--- src/rtl/multicycle_stage_sequencer.sv ---
// ---------------------------------------------------------------------------
// multicycle_stage_sequencer
//
// Control sequencer for a five-stage multicycle datapath:
// FETCH -> DECODE -> EXECUTE -> [MEMORY] -> [WRITEBACK] -> FETCH.
// Memory accesses wait for MFC. A bounded wait counter raises a sticky
// Mem_Fault, which parks the sequencer in FETCH until Reset.
//
// Ports
//   Clock        in   rising-edge clock
//   Reset        in   synchronous, active-high reset
//   Hold         in   external stall (freezes stage, wait counter, count)
//   NOP_FLAG     in   decoded instruction is a NOP
//   Mem_Access   in   instruction accesses data memory
//   Mem_Write    in   memory access is a write
//   RF_Write_Req in   instruction writes the register file
//   MFC          in   memory function complete
//   Stage        out  current stage code (0..4)
//   IR/PC/RA/RB/RZ/RM/RY_Enable, RF_WRITE  out  register load enables
//   MEM_Read, MEM_Write, MA_Select         out  memory request, addr select
//   Mem_Fault    out  sticky MFC-timeout flag
//   Instr_Count  out  retired-instruction counter (wraps)
// ---------------------------------------------------------------------------
module multicycle_stage_sequencer #(
  parameter int STAGE_W     = 3,
  parameter int CNT_W       = 16,
  parameter int MEM_TIMEOUT = 15,
  parameter int SKIP_EMPTY  = 1
) (
  input  logic               Clock,
  input  logic               Reset,
  input  logic               Hold,
  input  logic               NOP_FLAG,
  input  logic               Mem_Access,
  input  logic               Mem_Write,
  input  logic               RF_Write_Req,
  input  logic               MFC,
  output logic [STAGE_W-1:0] Stage,
  output logic               IR_Enable,
  output logic               PC_Enable,
  output logic               RA_Enable,
  output logic               RB_Enable,
  output logic               RZ_Enable,
  output logic               RM_Enable,
  output logic               RY_Enable,
  output logic               RF_WRITE,
  output logic               MEM_Read,
  output logic               MEM_Write,
  output logic               MA_Select,
  output logic               Mem_Fault,
  output logic [CNT_W-1:0]   Instr_Count
);

  typedef enum logic [STAGE_W-1:0] {
    FETCH     = STAGE_W'(0),
    DECODE    = STAGE_W'(1),
    EXECUTE   = STAGE_W'(2),
    MEMORY    = STAGE_W'(3),
    WRITEBACK = STAGE_W'(4)
  } stage_t;

  // Wait counter is 8 bits wide because the timeout is at most 255.
  localparam logic [7:0] TIMEOUT = 8'(MEM_TIMEOUT);

  stage_t     stage;
  stage_t     next_stage;
  logic [7:0] wait_cnt;
  logic [7:0] next_wait;
  logic       next_fault;
  logic       retire;

  assign Stage = stage;

  // Next-state and output decode from the current stage and inputs.
  always_comb begin
    IR_Enable  = 1'b0;
    PC_Enable  = 1'b0;
    RA_Enable  = 1'b0;
    RB_Enable  = 1'b0;
    RZ_Enable  = 1'b0;
    RM_Enable  = 1'b0;
    RY_Enable  = 1'b0;
    RF_WRITE   = 1'b0;
    MEM_Read   = 1'b0;
    MEM_Write  = 1'b0;
    MA_Select  = 1'b0;
    next_stage = stage;
    next_wait  = wait_cnt;
    next_fault = Mem_Fault;
    retire     = 1'b0;

    if (Reset) begin
      next_stage = FETCH;
      next_wait  = 8'd0;
    end else if (Mem_Fault) begin
      // Faulted: park in FETCH with every request and enable low.
      next_stage = FETCH;
      next_wait  = 8'd0;
    end else if (Hold && (stage <= WRITEBACK)) begin
      // Stalled: everything frozen, MFC in this cycle is dropped.
      next_stage = stage;
    end else begin
      // Any stage change clears the wait counter; waiting branches override.
      next_wait = 8'd0;
      case (stage)
        FETCH: begin
          MEM_Read  = 1'b1;
          MA_Select = 1'b1;
          if (MFC) begin
            IR_Enable  = 1'b1;
            PC_Enable  = 1'b1;
            next_stage = DECODE;
          end else if (wait_cnt == TIMEOUT) begin
            next_fault = 1'b1;
            next_stage = FETCH;
          end else begin
            next_wait = wait_cnt + 8'd1;
          end
        end
        DECODE: begin
          RA_Enable = 1'b1;
          RB_Enable = 1'b1;
          if (NOP_FLAG) begin
            next_stage = FETCH;
            retire     = 1'b1;
          end else begin
            next_stage = EXECUTE;
          end
        end
        EXECUTE: begin
          RZ_Enable = 1'b1;
          RM_Enable = 1'b1;
          if (Mem_Access || (SKIP_EMPTY == 0)) begin
            next_stage = MEMORY;
          end else if (RF_Write_Req) begin
            next_stage = WRITEBACK;
          end else begin
            next_stage = FETCH;
            retire     = 1'b1;
          end
        end
        MEMORY: begin
          if (Mem_Access) begin
            MEM_Read  = !Mem_Write;
            MEM_Write = Mem_Write;
            if (MFC) begin
              RY_Enable  = 1'b1;
              next_stage = WRITEBACK;
            end else if (wait_cnt == TIMEOUT) begin
              next_fault = 1'b1;
              next_stage = FETCH;
            end else begin
              next_wait = wait_cnt + 8'd1;
            end
          end else begin
            // Empty memory stage: pass the EXECUTE result through RY.
            RY_Enable  = 1'b1;
            next_stage = WRITEBACK;
          end
        end
        WRITEBACK: begin
          RF_WRITE   = RF_Write_Req;
          next_stage = FETCH;
          retire     = 1'b1;
        end
        default: begin
          // Illegal stage code: recover to FETCH with all outputs low.
          next_stage = FETCH;
        end
      endcase
    end
  end

  // Stage, wait counter, fault flag and retirement counter registers.
  always_ff @(posedge Clock) begin
    if (Reset) begin
      stage       <= FETCH;
      wait_cnt    <= 8'd0;
      Mem_Fault   <= 1'b0;
      Instr_Count <= {CNT_W{1'b0}};
    end else begin
      stage     <= next_stage;
      wait_cnt  <= next_wait;
      Mem_Fault <= next_fault;
      if (retire) begin
        Instr_Count <= Instr_Count + CNT_W'(1);
      end else begin
        Instr_Count <= Instr_Count;
      end
    end
  end

endmodule
--- config.mk ---
export PLATFORM = sky130hd
export DESIGN_NAME = multicycle_stage_sequencer
export DESIGN_NICKNAME = d
export VERILOG_FILES = /design/src/rtl/multicycle_stage_sequencer.sv
export SDC_FILE = /design/constraint.sdc
export NUM_CORES = 1
export LEC_CHECK = 0
export ABC_CLOCK_PERIOD_IN_PS = 5670
export CAP_MARGIN = 5
export CORE_ASPECT_RATIO = 1.1
export CORE_MARGIN = 1.5
export CORE_UTILIZATION = 53
export CTS_BUF_LIST = sky130_fd_sc_hd__clkbuf_16
export DETAILED_ROUTE_END_ITERATION = 6
export GPL_ROUTABILITY_DRIVEN = 0
export GPL_TIMING_DRIVEN = 0
export PLACE_DENSITY = 0.91
export SYNTH_ARGS = -nofsm -noshare
export SYNTH_HDL_FRONTEND = slang
export SYNTH_SLANG_ARGS = --single-unit
--- constraint.sdc ---
create_clock -name Clock -period 5.67 [get_ports Clock]
set_input_delay 1.134 -clock Clock [delete_from_list [all_inputs] [get_ports Clock]]
set_output_delay 1.134 -clock Clock [all_outputs]
set_load 0.02 [all_outputs]
==> results of run 1 <==
## area by class of cell
type	instances	area share [%]
clock inverter	1	1.38
clock buffer	3	3.44
multi-input combinational	154	45.5
buffer	13	3.38
timing repair buffer	38	17.4
tap	34	1.95
inverter	7	1.20
sequential	28	25.7
## layout by cell type, fill, tap and decap left out, types with 2 or more instances in the layout
cell,count
clkdlybuf4s50_1,38
dfxtp_1,28
nor2_1,20
nand2_1,12
nor3_1,11
nand3_1,11
nor2b_1,10
a21oi_1,9
inv_1,7
nand4_1,6
buf_4,5
clkbuf_1,5
mux2_2,5
xnor2_1,5
o21ai_0,4
and2_1,4
and4_1,4
or3_1,4
nor4_1,4
and3_1,3
nor4b_1,3
or4_1,3
mux2i_1,3
a311oi_1,3
a211oi_1,3
a31oi_1,3
mux2_1,3
clkbuf_16,3
or2_2,2
nand2b_1,2
o31ai_1,2
ha_1,2
## state kept, by name, summed over array words and instances (netlist names)
register     cells
Instr_Count     16
Stage            3
wait_cnt         8
Mem_Fault        1
## cell families after synthesis
| logic type | synth area share [%] |
|---|---|
| compound gates | 13.6 |
| xor+xnor | 3.18 |
| fa+ha+maj | 1.51 |
| buf+inv | 6.05 |
| flops | 33.9 |
| mux | 7.26 |
| simple gates | 34.5 |
## routing by layer
layer	up-vias	global-route usage (%)	wire, um
li1	827	-	-
met1	805	30.2	1750
met2	51	40.8	2020
met3	6	2.94	171
met4	0	9.86	54
met5	-	0	0
## metrics by stage
| step | instance area [um2] | worst slack (ns) | total power, mW | hold slack (ns) | cells |
|---|---|---|---|---|---|
| after global placement | 2080 | 1.25 | 0.256 | 0.463 | 274 |
| after floorplan | 1650 | 2.05 | 0.236 | 0.464 | 202 |
| final | 2180 | 1.08 | 0.461 | 0.496 | 278 |
| after detailed placement | 2080 | 1.13 | 0.257 | 0.482 | 274 |
| after global routing | 2180 | 0.949 | 0.475 | 0.516 | 278 |
| after CTS | 2180 | 1.13 | 0.462 | 0.495 | 278 |
## where the power goes
group,switching [mW],internal (mW)
Sequential,0.00280,0.199
Combinational,0.0308,0.0213
Clock,0.0672,0.141
## final timing paths
path / startpoint / cells past startpoint / end
worst min register to register: Instr_Count[7] / 1 / Instr_Count[7]
worst max register to register: Stage[1] / 5 / Instr_Count[10]
worst min-delay path: Instr_Count[7] / 1 / Instr_Count[7]
worst max-delay path: Reset / 8 / PC_Enable
==> results by group, run 1 <==
Routing
  • Antenna Nets Post-Route: 0
  • Via count: 1689
  • Vias/cell: 6.08
  • DRT Pass-1 Iters: 4
  • Iteration-0 DRC Markers: 93
  • DR WL/cell: 14.4 um
  • Routed WL: 4000 um
  • DRC: 0

Pwr
  • Maximum VDD drop: 0.201 mV
  • Leakage: 0.775 nW
  • Power per Cell Area: 211 nW/um2

Critical path
  • CP max stage cell: clkdlybuf4s50_1
  • Worst path cell trace: clkdlybuf4s50_1, buf_4, clkbuf_1, nor2_1, nand2_1, nor3_1, buf_4, clkdlybuf4s50_1
  • Setup CP Type: in -> out
  • CP required: 4.54 ns
  • R2r setup slk: roughly 3.3 ns
  • CP bufs+invs: 5
  • CP Capture Type: primary output
  • Critical Path AT: 3.46 ns
  • CP peak stage delay: 0.59 ns
  • Delay-heaviest family, CP: buffers and inverters
  • Worst setup SP type: input port
  • Crit path max fanout: 10

Clock tree
  • Post-CTS Hold Buffers: 0
  • CTS clk-pin slew, worst paths: 0.07 ns
  • CTS Sinks: 28
  • Clock Latency Late Sink: around 0.26 ns
  • Post-CTS setup buffers: 0
  • # resized after CTS: 0
  • CTS buffer count: 3
  • Max clock buf depth: 2
  • CTS tree: built
  • H-tree levels: 1
  • Root Buffer: clkbuf_16

STA
  • Final setup TNS: 0 ns
  • Final Slew Violations: 0
  • Max-slew headroom: 43.7%
  • Slew @ Worst Pin: 0.833 ns
  • Clock skew: 0.00114 ns
  • Hold Vio Cnt, Final: 0
  • Period minus WS final: 4.59 ns
  • Fmax: ~220 MHz
  • Final setup fails: 0
  • Final period util: 81.0%
  • RSZ-0062 raised after global routing: no

Die
  • Initial Utilization: 54.7%
  • Cell Rows: 21
  • Die Ht: 61.6 um
  • Die ar.: roughly 3500 um2
  • DIE WIDTH: around 56 um
  • Number of I/O pins: 39
  • Core ar.: a little over 3000 um2

Layout
  • Fill cell count: 229
  • Final Util: 72.2%
  • Layout area overhead: 31.9%
  • N_diodes: 0
  • Layout cell share with drive strength beyond 1: 8.20%
  • Register Area: 561 um2
  • Fin nets: 255
  • Footprint of the multi-input gates: 993 um2

Global routing
  • GRT overflow: 0
  • Largest net degree at the start of global routing: 17
  • Gr usage total: 23.5%
  • Number of antenna violations at the first check in global routing: 0
  • Number of global-route vias before repair: 1462
  • Global-route wire length before repair: 6490 um

Placement
  • Buffers on Ports: 38
  • HPWL after detailed placement: a little under 3000 um

Synth
  • Post-synth top area cell: dfxtp_1
  • Yosys warning count: 0
  • Post-synthesis cell count: slightly above 200
  • List of most frequent post-synthesis cells: dfxtp_1 (28), nor2_1 (20), nand2_1 (12)
  • Number of flops mapped to enable cells by yosys: 0
  • Top_reg_cell synth: dfxtp_1
  • Synth area leaders: dfxtp_1 (34%), nor2_1 (4.5%), nor2b_1 (3.8%)
  • Mapped Nets: roughly 210
  • Synth Register Bits: 28
  • Register area share after synthesis: 33.9%
  • Synth async-reset ratio: 0%
  • Unique masters post-synth: 46
  • Most common cell in the netlist: dfxtp_1
  • Avg Inst Size Synth: 8.19 um2
  • Post-synthesis cell area: 1650 um2
  • Post-synth top area share: 33.9%

Min path
  • Hold Crit Class: reg -> reg

Outcome
  • Outcome: completed

Job
  • Max Cap Viol: 0
(Power assumes the default switching activity.)
==> run 2: changes to the inputs <==
--- a/config.mk
+++ b/config.mk
@@ -5,16 +5,16 @@
 export SDC_FILE = /design/constraint.sdc
 export NUM_CORES = 1
 export LEC_CHECK = 0
-export ABC_CLOCK_PERIOD_IN_PS = 5670
+export ABC_CLOCK_PERIOD_IN_PS = 4300
 export CAP_MARGIN = 5
 export CORE_ASPECT_RATIO = 1.1
 export CORE_MARGIN = 1.5
-export CORE_UTILIZATION = 53
+export CORE_UTILIZATION = 49
 export CTS_BUF_LIST = sky130_fd_sc_hd__clkbuf_16
 export DETAILED_ROUTE_END_ITERATION = 6
 export GPL_ROUTABILITY_DRIVEN = 0
 export GPL_TIMING_DRIVEN = 0
-export PLACE_DENSITY = 0.91
+export PLACE_DENSITY = 0.86
 export SYNTH_ARGS = -nofsm -noshare
 export SYNTH_HDL_FRONTEND = slang
 export SYNTH_SLANG_ARGS = --single-unit
==> constraint.sdc (replaced) <==
create_clock -name Clock -period 4.3 [get_ports Clock]
set_input_delay 0.86 -clock Clock [delete_from_list [all_inputs] [get_ports Clock]]
set_output_delay 0.86 -clock Clock [all_outputs]
set_load 0.02 [all_outputs]
==> results by group, run 2 (same netlist as run 1, synthesis figures left out) <==
Die
  • Number of I/O pins: 39 (unchanged)
  • Die ar.: 3730 um2 (+7.7%)
  • Cell Rows: 21 (unchanged)
  • Initial Utilization: 52.9% (-1.8 points)
  • Core ar.: 3130 um2 (+3.5%)
  • Die Ht: 63.9 um (+3.8%)
  • DIE WIDTH: 58.4 um (+3.8%)

STA
  • Hold Slack: 0.486 ns (-0.0103 ns)
  • RSZ-0062 raised after global routing: no
  • Hold Vio Cnt, Final: 0 (unchanged)
  • Final setup TNS: 0 ns (unchanged)
  • Max-slew headroom: 52.0% (+8.3 points)
  • Final Slew Violations: 0 (unchanged)
  • Final setup fails: 0 (unchanged)
  • Slew @ Worst Pin: 0.710 ns (-0.123 ns)
  • Period minus WS final: 3.89 ns
  • Clock skew: 0.00282 ns (+0.00168 ns)
  • Fmax: about 260 MHz
  • Final period util: 90.5%
  • Post-route setup slack: 0.409 ns (-0.670 ns)

Routing
  • Iteration-0 DRC Markers: 69 (-26%)
  • Vias/cell: 5.92 (-2.5%)
  • DRC: 0 (unchanged)
  • Antenna Nets Post-Route: 0 (unchanged)
  • Via count: 1646 (-2.5%)
  • DR WL/cell: 14.4 um (+0.22%)
  • DRT Pass-1 Iters: 4 (unchanged)
  • Routed WL: 4010 um (+0.22%)

Critical path
  • Worst setup startpoint: Reset
  • Setup CP Type: in -> out
  • Worst path cell trace: clkdlybuf4s50_1, buf_4, clkbuf_1, nor2_1, nand2_1, nor3_1, buf_4, clkdlybuf4s50_1
  • Critical Path AT: 3.03 ns (-0.43 ns)
  • Reg-to-reg startpoint: Stage[1]
  • CP max stage cell: clkdlybuf4s50_1
  • Crit path max fanout: 10 (unchanged)
  • CP peak stage delay: 0.58 ns (about the same)
  • Worst setup SP type: input port
  • CP Capture Type: primary output
  • CP required: 3.44 ns (-1.10 ns)

Placement
  • Buffers on Ports: 38 (unchanged)
  • Place WS: 0.419 ns (-0.716 ns)
  • HPWL after detailed placement: 2940 um (+1.4%)

Clock tree
  • CTS clk-pin slew, worst paths: 0.07 ns (about the same)
  • H-tree levels: 1 (unchanged)
  • Clock Latency Late Sink: 0.26 ns (about the same)
  • CTS tree: built
  • CTS Sinks: 28 (unchanged)
  • Post-CTS setup buffers: 0 (unchanged)
  • Max clock buf depth: 2 (unchanged)
  • CTS buffer count: 3 (unchanged)
  • # resized after CTS: 0 (unchanged)
  • Root Buffer: clkbuf_16
  • Post-CTS Hold Buffers: 0 (unchanged)

Layout
  • Most frequent cells in the layout: clkdlybuf4s50_1 (38), dfxtp_1 (28), nor2_1 (20)
  • Footprint of the multi-input gates: 993 um2 (unchanged)
  • Layout area overhead: 31.9% (unchanged)
  • N_diodes: 0 (unchanged)
  • Layout cell share with drive strength beyond 1: 8.20% (unchanged)
  • Register Area: 561 um2 (unchanged)
  • Final Util: 69.8% (-2.4 points)
  • Fin nets: 255 (unchanged)
  • Fill cell count: 237 (+3.5%)
  • Commonest non-fill, non-tap cell in the layout: clkdlybuf4s50_1
  • Most flop-heavy register: Instr_Count
  • Number of flip-flops in the largest register: 16 (unchanged)

Global routing
  • Largest net degree at the start of global routing: 17 (unchanged)
  • GRT overflow: 0 (unchanged)
  • Global-route wire length before repair: 6330 um (-2.4%)
  • Number of global-route vias before repair: 1426 (-2.5%)
  • Number of antenna violations at the first check in global routing: 0 (unchanged)
  • Gr usage total: 21.2% (-2.4 points)

Outcome
  • Outcome: completed

Pwr
  • Leakage: 0.775 nW (unchanged)
  • Maximum VDD drop: 0.180 mV (-10%)
  • Power per Cell Area: 281 nW/um2 (+33%)

Min path
  • Hold Crit Class: reg -> reg
  • Hold Path Origin: Instr_Count[15]

Job
  • Max Cap Viol: 0 (unchanged)
[run 2: metrics by stage]
step	cell area, um2	instances	total power, mW
finish	2180	278	0.612
global route	2180	278	0.636
CTS	2180	278	0.615
detailed placement	2080	274	0.339
global placement	2080	274	0.338
floorplan	1650	202	0.312
[run 2: worst max-delay path, delay by kind of cell]
| family | cells | cell delay (ns) |
|---|---|---|
| buffers and inverters | 5 | 1.62 |
| AND/OR/NAND/NOR | 3 | 0.53 |
[run 2: per-layer routing]
| layer | track usage, % | vias to the layer above | wire length (um) |
|---|---|---|---|
| li1 | - | 819 | - |
| met1 | 27.0 | 780 | 1810 |
| met2 | 36.1 | 45 | 2010 |
| met3 | 3.24 | 2 | 174 |
| met4 | 6.40 | 0 | 17 |
| met5 | 0 | - | 0 |
[run 2: report_power, final]
group	internal (mW)	leakage, nW	switching [mW]
logic	0.0281	0.498	0.0402
clock network	0.186	0.0511	0.0928
registers	0.262	0.226	0.00384
[run 2: final cells by class]
cell class,count,share of cell area (%)
plain buffers,13,3.38
clock inverters,1,1.38
multi-input cells,154,45.5
clock buffers,3,3.44
well taps,34,1.95
flip-flops and latches,28,25.7
inverters,7,1.20
repair buffers,38,17.4
[run 2: worst paths after layout]
| path | end | slack (ns) | cells after the start |
|---|---|---|---|
| worst max-delay path | PC_Enable | 0.41 | 8 |
| worst min-delay path | Instr_Count[15] | 0.49 | 2 |
| worst max register to register | Instr_Count[10] | 1.88 | 5 |
| worst min register to register | Instr_Count[15] | 0.49 | 2 |
==> run 3: changes to the inputs <==
--- a/config.mk
+++ b/config.mk
@@ -13,7 +13,6 @@
 export CTS_BUF_LIST = sky130_fd_sc_hd__clkbuf_16
 export DETAILED_ROUTE_END_ITERATION = 6
 export GPL_ROUTABILITY_DRIVEN = 0
-export GPL_TIMING_DRIVEN = 0
 export PLACE_DENSITY = 0.86
 export SYNTH_ARGS = -nofsm -noshare
 export SYNTH_HDL_FRONTEND = slang
==> results by group, run 3 (same netlist as run 1, synthesis figures left out) <==
Global routing
  • Gr busiest metal: met2
  • M2 GR Usage: 36.4% (+0.28 points)
  • Grt met3 use: 2.43% (-0.81 points)
  • Global-route wire length before repair: 6660 um (+5.1%)
  • Number of global-route vias before repair: 1475 (+3.4%)
  • Largest net degree at the start of global routing: 31 (+14)
  • Gr usage total: 22.1% (+0.90 points)
  • Number of antenna violations at the first check in global routing: 0 (unchanged)
  • GRT overflow: 0 (unchanged)
  • M1 GR Usage: 30.1% (+3.1 points)

Clock tree
  • CTS tree: built
  • CTS clk-pin slew, worst paths: 0.07 ns (about the same)
  • Max clock buf depth: 2 (unchanged)
  • CTS buffer count: 3 (unchanged)
  • Clock Latency Late Sink: 0.26 ns (about the same)
  • Post-CTS setup buffers: 0 (unchanged)
  • # resized after CTS: 0 (unchanged)
  • H-tree levels: 1 (unchanged)
  • Root Buffer: clkbuf_16
  • Post-CTS Hold Buffers: 0 (unchanged)
  • CTS Sinks: 28 (unchanged)

Critical path
  • Reg-to-reg startpoint: Stage[1]
  • Crit path max fanout: 11 (+1)
  • Critical Path AT: 2.98 ns (-0.05 ns)
  • R2r setup slk: 1.86 ns (-0.02 ns)
  • CP Capture Type: primary output
  • Crit path to: RY_Enable
  • Worst setup SP type: input port
  • Setup CP Type: in -> out
  • Reg2reg path depth: 4 (-1)
  • RR Endpoint: Instr_Count[10]
  • CP required: 3.44 ns (about the same)
  • Worst setup startpoint: Reset

STA
  • Final period util: 89.2% (-1.3 points)
  • Period minus WS final: 3.84 ns (-0.0549 ns)
  • Post-route setup slack: 0.464 ns (+0.0549 ns)
  • Final Slew Violations: 0 (unchanged)
  • Hold Vio Cnt, Final: 0 (unchanged)
  • Max-slew headroom: 54.0% (+2.1 points)
  • RSZ-0062 raised after global routing: no
  • Clock skew: 0.00527 ns (+0.00244 ns)
  • Final setup fails: 0 (unchanged)
  • Slew @ Worst Pin: 0.680 ns (-0.0303 ns)
  • Final setup TNS: 0 ns (unchanged)
  • Fmax: 261 MHz (+1.4%)

Layout
  • Layout area overhead: 26.3%
  • Design Area, Final: 2090 um2 (-4.2%)
  • Non-filler cells, final: 266 (-4.3%)
  • N_diodes: 0 (unchanged)
  • Most flop-heavy register: Instr_Count
  • Fin nets: 243 (-4.7%)
  • Layout cell share with drive strength beyond 1: 6.03% (-2.2 points)
  • Number of flip-flops in the largest register: 16 (unchanged)
  • Commonest non-fill, non-tap cell in the layout: clkdlybuf4s50_1
  • Most frequent cells in the layout: clkdlybuf4s50_1 (38), dfxtp_1 (28), nor2_1 (20)

Pwr
  • Leakage: 0.726 nW (-6.4%)
  • Maximum VDD drop: 0.185 mV (+2.7%)
  • Power per Cell Area: 258 nW/um2 (-8.1%)
  • Pint: 412 uW (-13%)
  • Comb power frac: 11.4% (+0.2 points)
  • Total Power: 539 uW (-12%)
  • Net Sw Frac: 23.5% (+1.2 points)
  • Sequential share of power: 49.9% (+6.5 points)
  • Clock power frac: 38.8% (-6.7 points)
  • P_sw: 127 uW (-7.4%)

Routing
  • Via count: 1597 (-3.0%)
  • Routed WL: 3830 um (-4.6%)
  • Vias/cell: 6.00 (+1.4%)
  • Iteration-0 DRC Markers: 95 (+38%)
  • DRT Pass-1 Iters: 7 (+3)
  • DR WL/cell: 14.4 um (-0.34%)
  • DRC: 0 (unchanged)
  • Antenna Nets Post-Route: 0 (unchanged)

Min path
  • Hold Path Origin: Instr_Count[15]
  • Hold Crit Class: reg -> reg

Die
  • Die Ht: 63.9 um (unchanged)
  • Cell Rows: 21 (unchanged)
  • Number of I/O pins: 39 (unchanged)
  • Initial Utilization: 52.9% (unchanged)
  • Die ar.: 3730 um2 (unchanged)
  • Core ar.: 3130 um2 (unchanged)
  • DIE WIDTH: 58.4 um (unchanged)

Placement
  • Place WS: 0.479 ns (+0.0594 ns)
  • Area after DPL: 2010 um2 (-3.2%)
  • Cells after DPL: 262 (-4.4%)
  • HPWL after detailed placement: 2790 um (-5.0%)
  • Buffers on Ports: 38 (unchanged)

Outcome
  • Outcome: completed

Job
  • Max Cap Viol: 0 (unchanged)
[run 3: changes by cell type in the layout (fill, tap and decap cells not counted), sizes merged]
cell / previous run / this run
buf: 7 / 1
clkinv: 0 / 1
clkbuf: 8 / 3
bufinv: 1 / 0
dlygate4sd1: 1 / 0
[run 3: metal layers]
layer / part of all wire [%] / up-vias
met5: 0 / -
met4: 0.78 / 0
met3: 4.2 / 4
met2: 49 / 45
met1: 46 / 744
li1: - / 804
[run 3: worst min path at each step]
stage                            to  slack (ns)  depth (start not counted)
floorplan               wait_cnt[5]        0.46                          1
global placement    Instr_Count[15]        0.47                          2
detailed placement      wait_cnt[5]        0.49                          1
CTS                 Instr_Count[15]        0.51                          2
global route        Instr_Count[15]        0.52                          2
finish              Instr_Count[15]        0.50                          2
[run 3: power groups by stage]
stage	registers, mW	logic [mW]	clock network (mW)
floorplan	0.273	0.0393	0
global placement	0.274	0.0598	0
detailed placement	0.274	0.0608	0
CTS	0.268	0.0612	0.214
global route	0.269	0.0674	0.226
finish	0.269	0.0613	0.209
[run 3: cell type report]
type	instances	area, um2
sequential	28	561
tap	34	42.5
clock buffer	3	75.1
fill	275	1040
timing repair buffer	39	388
multi-input combinational	154	993
clock inverter	1	3.75
inverter	7	26.3
[run 3: through the flow]
| stage | hold slack, ns | utilization (%) |
|---|---|---|
| after floorplan | 0.464 | - |
| after global placement | 0.466 | 64.3 |
| after detailed placement | 0.494 | 64.3 |
| after CTS | 0.505 | 66.8 |
| after global routing | 0.521 | 66.8 |
| final | 0.499 | 66.8 |
[run 3: critical path: stages]
cell and delay [ns]:
clkdlybuf4s50_1 0.42, or2_2 0.39, nor3_1 0.39, nand3_1 0.16, a21oi_1 0.15, clkdlybuf4s50_1 0.61
==> variant: new RTL, config.mk and constraints of run 2 <==
Register the output `MEM_Read`, with the module's reset; this adds one clock of latency there. The other outputs are not delayed to match.
--- a/src/rtl/multicycle_stage_sequencer.sv
+++ b/src/rtl/multicycle_stage_sequencer.sv
@@ -64,2 +64,4 @@
 
+  logic MEM_Read_d;
+
   stage_t     stage;
@@ -83,3 +85,3 @@
     RF_WRITE   = 1'b0;
-    MEM_Read   = 1'b0;
+    MEM_Read_d = 1'b0;
     MEM_Write  = 1'b0;
@@ -106,3 +108,3 @@
         FETCH: begin
-          MEM_Read  = 1'b1;
+          MEM_Read_d = 1'b1;
           MA_Select = 1'b1;
@@ -143,3 +145,3 @@
           if (Mem_Access) begin
-            MEM_Read  = !Mem_Write;
+            MEM_Read_d = !Mem_Write;
             MEM_Write = Mem_Write;
@@ -192,2 +194,10 @@
 
+  always_ff @(posedge Clock) begin
+    if (Reset) begin
+      MEM_Read <= '0;
+    end else begin
+      MEM_Read <= MEM_Read_d;
+    end
+  end
+
 endmodule
Check against the original RTL: not equivalent (a bounded check fails within 4 cycles, from zero or initial values and one cycle with Reset high).
==> variant against run 2 <==
The run now ends with DRC left. Power rose by 7.6%. Setup slack better by 0.047 ns. Routed wire length increased by 3.4%. Via count grew 0.91%. Sequential cell count up 1. Design area grew 0.63%. Area after synthesis fell by 0.83%. Maximum frequency grew 1.2%. Clock skew decreased by 0.00068 ns.
==> variant: results (changes against run 2) <==
[outcome]
outcome = finished, violations left
violations = DRC

[final_layout]
clkCellAreaFrac = 0.06040  ; +0.01223
multi_input_area_um2 = 952.2  ; -4.2%
stdcell_area_mm2 = 0.002196  ; +0.63%
syn2layout_area_growth_pct = 33.87
nonClkBufAreaFrac = 0.2051  ; -0.003015
fillers = 255  ; +7.6%
drive_gt1_frac = 0.08750  ; +0.005533
multi_input_cells = 143  ; -7.1%
final_nets = 250  ; -2.0%
layout.area.seq_um2 = 580.6  ; +3.6%
inv_count = 10  ; +3

[power_and_ir_drop]
peakVddDrop_v = 0.0002588  ; +44%

[synth]
synth_cell_types = 44  ; -4.3%
synthAdderAreaFrac = 0.01526  ; +0.0001269
ys_top_cells_by_count = dfxtp_1 (29), a21oi_1 (16), nand3_1 (11), nor3_1 (11), o31ai_1 (11)
seq_area_frac_synth = 0.3539  ; +0.01505
synth_compound_gate_area_share = 0.1937  ; +0.05759
ys_ff_latch = 29  ; +3.6%
avgSynthCellArea_um2 = 8.412  ; +2.7%
yosys.area_share.xor_xnor = 0.03738  ; +0.005606
synth.net_count = 205  ; -3.3%
muxShareOfSynthArea = 0.03204  ; -0.04058
ys_top_cells_by_area = dfxtp_1 (35%), o31ai_1 (5.0%), a21oi_1 (4.9%)
synth_warnings = 0  ; unchanged

[global_routing]
grt_pass1_wl_um = 6913  ; +9.1%
grtUsageMet3 = 0.07187  ; +0.03948
grt_start_max_net_pins = 11  ; -6
met2_usage = 0.3906  ; +0.02967
grt_usage = 0.2417  ; +0.03012
grt_pass1_vias = 1563  ; +9.6%

[clocking]
cts-root-buf = clkbuf_16
cts_max_level = 2  ; +1
post_cts_buffers = 0  ; unchanged
clk_latency_ns = 0.28  ; +0.02 ns
clk_pin_slew_ns = 0.04  ; -0.03 ns

[routing]
viasPerCell = 6.062  ; +2.4%
firstDrtPassIters = 7  ; +3
drc = 3  ; +3
wl_um = 4147  ; +3.4%
route.met2.wl_um = 2136  ; +6.4%
drt-initial-drc-count = 104  ; +51%
route.layer.met1.wl_um = 1758  ; -3.0%
wl_met3_um = 189  ; +8.6%

[critical_path]
cp_data_arrival_time_ns = 2.98  ; -0.05 ns
crit_path_start = Hold
worst_path_largest_cell_delay_ns = 0.60  ; +0.02 ns
crit_fanout = 6  ; -4

[sta]
relSlewSlack = 0.6382  ; +0.1183
finalClockSkew_ns = 0.002147  ; -0.0006768 ns

[place]
placed_area_mm2 = 0.002063  ; -0.66%
pre_cts_ws_ns = 0.4880  ; +0.06875 ns
post-place-cells = 267  ; -2.6%
post-dp-hpwl_um = 2982  ; +1.5%

[min_path]
worstHoldStart = Instr_Count[14]$_SDFFE_PP0P_

[variant: changes by cell type after synthesis, moves of 6 or more]
cell	delta
nor2b_1	-6
o31ai_1	+9
or4_1	+6
nor2_1	-13
a21oi_1	+7
[variant: final timing paths]
| kind | end | slack (ns) | cells past startpoint |
|---|---|---|---|
| setup / recovery | RZ_Enable | 0.46 | 6 |
| hold / removal | Instr_Count[14]$_SDFFE_PP0P_ | 0.48 | 2 |
| setup reg to reg | Instr_Count[3]$_SDFFE_PP0P_ | 2.36 | 6 |
| hold reg to reg | Instr_Count[14]$_SDFFE_PP0P_ | 0.48 | 2 |
[variant: power by group]
part / internal [mW] / switching (mW) / total, mW
Combinational: 0.0273 / 0.0375 / 0.0647
Clock: 0.205 / 0.111 / 0.317
Sequential: 0.273 / 0.00389 / 0.277
Total: 0.506 / 0.153 / 0.659
